===== config.mk =====
export PLATFORM = sky130hd
export DESIGN_NAME = regfile_32
export DESIGN_NICKNAME = d
export VERILOG_FILES = /design/src/rtl/regfile_32.sv
export SDC_FILE = /design/constraint.sdc
export NUM_CORES = 2
export LEC_CHECK = 0
export CAP_MARGIN = 20
export CELL_PAD_IN_SITES_DETAIL_PLACEMENT = 2
export CELL_PAD_IN_SITES_GLOBAL_PLACEMENT = 2
export CORE_UTILIZATION = 44
export CTS_CLUSTER_DIAMETER = 80
export DETAILED_ROUTE_END_ITERATION = 8
export PLACE_DENSITY_LB_ADDON = 0.1
export RECOVER_POWER = 50
export SLEW_MARGIN = 5
export SYNTH_ARGS = -nofsm -noshare
export SYNTH_HDL_FRONTEND = slang
export SYNTH_HIERARCHICAL = 1
export SYNTH_SLANG_ARGS = --single-unit

===== constraint.sdc =====
create_clock -name clock -period 2.6 [get_ports clock]
set_clock_uncertainty 0.15 [all_clocks]
set_input_delay 0.52 -clock clock [delete_from_list [all_inputs] [get_ports clock]]
set_output_delay 0.52 -clock clock [all_outputs]
set_load 0.03 [all_outputs]

===== src/rtl/regfile_32.sv =====
// rtl/regfile_32.sv - 32-entry 1W/2R register file with pending-write scoreboard.
// Optional same-cycle write-to-read forwarding is enabled by defining REGFILE_BYPASS_EN.

module mux_32 #(
    parameter int WIDTH = 32
) (
    input  logic [31:0][WIDTH-1:0] din,
    input  logic [4:0]             sel,
    output logic [WIDTH-1:0]       dout
);
    assign dout = din[sel];
endmodule

module regfile_32 #(
    parameter int WIDTH = 32
) (
    input  logic             clock,
    input  logic             reset_n,
    input  logic             we,
    input  logic [4:0]       waddr,
    input  logic [WIDTH-1:0] wdata,
    input  logic             issue_valid,
    input  logic [4:0]       issue_rd,
    input  logic [4:0]       raddr_a,
    input  logic [4:0]       raddr_b,
    output logic [WIDTH-1:0] rdata_a,
    output logic [WIDTH-1:0] rdata_b,
    output logic             busy_a,
    output logic             busy_b,
    output logic [31:0]      pending
);
    logic [31:0][WIDTH-1:0] mux_in;
    logic [WIDTH-1:0]       stored_a;
    logic [WIDTH-1:0]       stored_b;
    logic [31:0]            pending_nxt;

    // r0 has no storage; its mux leg is hardwired to zero.
    assign mux_in[0] = '0;

    for (genvar i = 1; i < 32; i++) begin : g_reg
        logic [WIDTH-1:0] r_q;
        always_ff @(posedge clock or negedge reset_n) begin
            if (!reset_n) begin
                r_q <= '0;
            end else if (we && (waddr == 5'(i))) begin
                r_q <= wdata;
            end
        end
        assign mux_in[i] = r_q;
    end

    // Clear first, then set: a new issue to the register being written back wins.
    always_comb begin
        pending_nxt = pending;
        if (we) begin
            pending_nxt[waddr] = 1'b0;
        end
        if (issue_valid) begin
            pending_nxt[issue_rd] = 1'b1;
        end
        pending_nxt[0] = 1'b0;
    end

    always_ff @(posedge clock or negedge reset_n) begin
        if (!reset_n) begin
            pending <= '0;
        end else begin
            pending <= pending_nxt;
        end
    end

    mux_32 #(.WIDTH(WIDTH)) u_mux_a (
        .din  (mux_in),
        .sel  (raddr_a),
        .dout (stored_a)
    );

    mux_32 #(.WIDTH(WIDTH)) u_mux_b (
        .din  (mux_in),
        .sel  (raddr_b),
        .dout (stored_b)
    );

`ifdef REGFILE_BYPASS_EN
    logic fwd_a;
    logic fwd_b;

    // Forwarding is suppressed during reset so every output reads zero.
    assign fwd_a = reset_n && we && (waddr != 5'd0) && (waddr == raddr_a);
    assign fwd_b = reset_n && we && (waddr != 5'd0) && (waddr == raddr_b);

    assign rdata_a = fwd_a ? wdata : stored_a;
    assign rdata_b = fwd_b ? wdata : stored_b;
    assign busy_a  = pending[raddr_a] & ~(we && (waddr == raddr_a));
    assign busy_b  = pending[raddr_b] & ~(we && (waddr == raddr_b));
`else
    assign rdata_a = stored_a;
    assign rdata_b = stored_b;
    assign busy_a  = pending[raddr_a];
    assign busy_b  = pending[raddr_b];
`endif

endmodule


**Word-level counts from Yosys, hierarchy flattened**

Index checks and enable logic that the tools add are counted.

- Flip-flop bits (word level): 1,023
- Input bits: 56
- Output and inout bits: 98
- Word-level logic and storage cells: 119

- Magnitude comparators: 6
- Equality and inequality tests: 31
- Muxes and demuxes: 14
- Bitwise operators: 3
- Reductions and logical operators: 33

Operator list:

| kind | count |
|---|---|
| $bmux 32 s5 | 2 |
| $mux 32 | 4 |
| $eq 5x5->1 const B | 16 |
| $eq 5x4->1 const B | 8 |
| $logic_and 1x1->1 | 33 |
| $and 32x32->32 | 1 |
| $not 32->32 | 1 |
| $or 32x32->32 | 1 |
| $lt 5x6->1 const B | 4 |
| $eq 5x3->1 const B | 4 |
| $bmux 1 s5 | 2 |
| $demux 1 s5 | 2 |
| $eq 5x2->1 const B | 2 |
| $ge 5x1->1 const B | 2 |
| $eq 5x1->1 const B | 1 |
| $mux 1 | 4 |

**Depth between registers and ports, before layout**

- Depth in word-level cells: 9
- Mapped depth: 8
- Gate-level depth less buffers: 5

**By module**

Netlist, hierarchy kept.

Modules (own cells, without submodules):

| module | instances | cells an instance | area each (um^2) | sequential area each (um^2) |
|---|---|---|---|---|
| regfile_32 | 1 | 2,396 | 38,856.0 | 25,599.6 |
| mux_32 | 2 | 1,158 | 8,887.3 | 0.0 |

**Worst setup path after synthesis**

No wires, ideal clock.

- Path type: input port to output port
- Start: input port raddr_b[0]
- End: output port busy_b
- Data arrival time: 1.887 ns
- Data required time: 1.930 ns
- Setup slack: 0.043 ns
- Cell stages on the path: 5
- Path buffers: 1
- Path through: clkbuf_1 mux4_2 nand2b_1 o211ai_1 nand4_1

- Longest elaborated chain between the ends: 2

RTL lines:

| item | RTL line | source |
|---|---|---|
| start: declaration | 25 | `input logic [4:0] raddr_b,` |
| $bmux 1 s5 | 100 | `assign busy_b = pending[raddr_b];` |
| $mux 1 (implied by the code) | 100 |  |
| end: declaration | 29 | `output logic busy_b,` |

No other way between the ends. The select of a mux whose other input is x is not followed.

**Worst setup path in the final report**

- Start: register g_reg[22].r_q[25]
- End: output port rdata_a[25]

- Longest elaborated chain between the ends: 2

RTL lines:

| item | RTL line | source |
|---|---|---|
| start: declaration | 41 | `logic [WIDTH-1:0] r_q;` |
| start signal: assignment | 46 | `r_q <= wdata;` |
| $bmux 32 s5 | 11 | `assign dout = din[sel];` |
| $mux 32 (implied by the code) | 11 |  |
| end: declaration | 26 | `output logic [WIDTH-1:0] rdata_a,` |

No other way between the ends. The select of a mux whose other input is x is not followed.

==> impl_results.md <==
* Status: complete, but fails checks
* Failing checks: negative setup slack
* CP startpoint kind: flop
* Synth Register Bits at 1023
* Pin count of the biggest net entering global routing at 95
* Unique masters post-synth at 42
* End of the worst register-to-register path: g_reg[6].r_q[21]
* I/O pins at 154
* Post-synthesis mux area share at 0.3835
* Die height at 360.8 µm
* Met3 Routed Length at between 20000 and 30000 µm
* Tmin final at ~3.3 ns
* Hold Crit Class: flop to flop
* Area contributors post-synth: dfrtp_1 (45%), mux2_2 (20%), mux2i_1 (18%)
* Initial antenna violation count at 6
* Die W at 360.8 µm
* Post-synth top area cell: dfrtp_1
* Seq/Total Area, Yosys at 0.4520
* Max VDD drop at 0.7343 mV
* Combinational power share at 0.268
* Hold endpoint: g_reg[8].r_q[7]
* Flop2flop setup slack at 1.33 ns
* Share of power burned in registers at 0.400
* Clock power share at 0.332
* Row count at 131
* Core ar. at about 130000 µm²
* Nets at about 5400
* Critical Path RT at 1.93 ns
* Syn. warnings at 6
* Switch share at 0.3635
* Commonest cells after routing, fill and taps aside: dfrtp_1 (1015), mux2_2 (989), mux2i_1 (973)
* Fill count at 11380
* Hold Crit Start: g_reg[8].r_q[7]
* Cells after synthesis at 4712
* Psw at 0.02085 W
* Period utilization at 1.258
* Worst-margin pin slew at between 1 and 1.5 ns
* Top sig layer: met5
* Final Setup Violations at 149
* RSZ-0062 raised after global routing: true
* Setup TNS at -35.37 ns
* Dpl hpwl at 145700 µm
* Final hold violations at 0
* Worst setup EP type: output pin
* Relative slew slack at 0.1196
* Sequential cell area at 25610 µm²
* Layout cells sized above 1 at 0.4430
* Port bufs at 152
* Worst Path Max Fanout at 3
* Avg Cell Area, Syn at 12.02 µm²
* Number of global-route vias before repair at ~54000
* CTS H-tree depth at 3
* Path depth of the worst reg2reg path at 3
* Num CTS Buffers at 120
* Post-Route M1 WL at 117000 µm
* Power Density at ~770 nW/µm²
* Share of synthesized registers carrying an async set or reset at 1.000
* Fmax at between 0.3 and 0.4 GHz
* Most common cell after layout, fill and taps aside: dfrtp_1
* Crit Path Category: flop to output pin
* CTS tree: done
* Ys flop type: dfrtp_1
* Multi-input logic area at approximately 31000 µm²
* # DRC at 0
* Area share of fa/ha/maj cells after synthesis at 0
* Lkg Pwr at 35.09 nW
* Largest family of logic cells by synthesized area: multiplexers
* Inst Count DP at around 6700
* Clock sinks at approximately 1000
* Arr. time, crit path at around 2.6 ns
* Initial Utilization at 0.4435
* Reg2reg start: g_reg[6].r_q[21]
* Post-DRT Antenna Nets at 0
* Gpl congestion at approximately 0.82
* GRT overflow at 0
* Vias/cell at about 7
* Met2 WL at approximately 150000 µm
* Global-route wire length before repair at 416000 µm
* Via count at 51230
* Final Non-Filler Cells at just over 7000
* Post-synth EDFFs at 0
* Post-synthesis simple-gate area fraction at 0.04580
* Clk_lat worst skew at just under 0.8 ns
* Synth Area in Compound Gates at 0.07625
* Clock buffer depth at 3
* Xor-xnor portion of the synthesized cell area at 0
* 1st-iter DRT viols at 5345
* Clock Tree Root: clkbuf_16
* First-pass DRT Iterations at 6
* Cell area after synthesis at 56630 µm²
* Top cell type's share of synthesized area at 0.4520
* Final Util at 0.5839
* Area Overhead vs Synth at 31.66%
* Final WS setup at -0.6715 ns
* Max Cap Viol at 0
* Clock transition at path regs at 0.07 ns
* Pins Over Slew Limit at 0
* DIE AREA at 130100 µm²
* Routed len/inst at 46.23 µm
* Hold Path Cell Cnt at 1
* Gr usage total at 0.4368
* Internal power at 0.03650 W
* Final WL at ~330000 µm
cells by family after synthesis:
logic type | count (synthesis)
other | 1
muxes | 2038
and+or+nand+nor | 557
AOI/OAI and AO/OA | 634
buffers and inverters | 459
DFF | 1023
worst max path at each step:
| stage | from | end | slack (ns) | cells past startpoint |
|---|---|---|---|---|
| floorplan | raddr_b[0] | busy_b | 0.04 | 5 |
| global placement | raddr_a[2] | rdata_a[16] | -0.99 | 11 |
| detailed placement | raddr_a[2] | rdata_a[16] | -0.99 | 11 |
| CTS | g_reg[4].r_q[25] | rdata_b[25] | -0.41 | 7 |
| global route | g_reg[22].r_q[25] | rdata_a[25] | -0.62 | 6 |
| finish | g_reg[22].r_q[25] | rdata_a[25] | -0.67 | 6 |
power groups by stage:
stage               Sequential [W]  Clock, W  Combinational (W)
global route                0.0230    0.0194             0.0155
detailed placement          0.0219         0             0.0113
finish                      0.0229    0.0190             0.0154
global placement            0.0216         0             0.0108
floorplan                   0.0212         0            0.00728
CTS                         0.0218    0.0182             0.0128
stage by stage:
stage	instance area, µm²	hold slack (ns)	power [W]	setup WS [ns]
2_1_floorplan	56870	0.07441	0.02850	0.04326
3_3_place_gp	64440	0.3206	0.03236	-0.9937
3_5_place_dp	64440	0.3196	0.03322	-0.9942
4_1_cts	73020	0.1300	0.05276	-0.4115
5_1_grt	74550	0.4044	0.05797	-0.6201
6_report	74560	0.3916	0.05734	-0.6715
synthesized netlist by cell type (67+ instances only):
master,count
clkbuf_1,196
mux2i_1,1040
a21oi_1,198
a22oi_1,196
nand2_1,217
nand3_1,204
buf_4,69
a22o_1,140
buf_2,142
dfrtp_1,1023
mux2_2,989
nor3_1,67
state kept, by name, summed over array words and instances, names as in the netlist:
signal   count
pending     31
g.r_q      992
worst max-delay path, cell delays in order, from the launching register on:
cell	delay, ns
dfrtp_1	0.42
mux2i_1	0.41
a22oi_1	0.24
a31oi_1	0.30
buf_4	0.18
nand3_4	0.09
buf_6	0.16
layer usage:
metal  track usage  vias to the layer above
met5             0                        -
met4        0.3086                        2
li1              -                    18800
met2        0.7229                     3837
met1        0.5092                    26660
met3       0.08409                     1933
what timing repair did:
action / 4_1_cts / 5_1_grt
hold buffers: 1 / 0
gates cloned: 29 / 7
setup buffers: 153 / 96
setup endpoints to repair: 75 / 72
resized for setup: 538 / 207
hold endpoints to repair: 301 / 0
pin swaps: 181 / 158
layout make-up:
type	count	share of cell area
Timing Repair Buffer	950	0.1532
Antenna cell	4	0.0001343
Inverter	4	0.0002014
Sequential cell	1023	0.3435
Tap cell	1662	0.02789
Multi-Input combinational cell	3294	0.4194
Clock buffer	170	0.04838
Clock inverter	51	0.007233
Power figures use the tool's default switching activity.
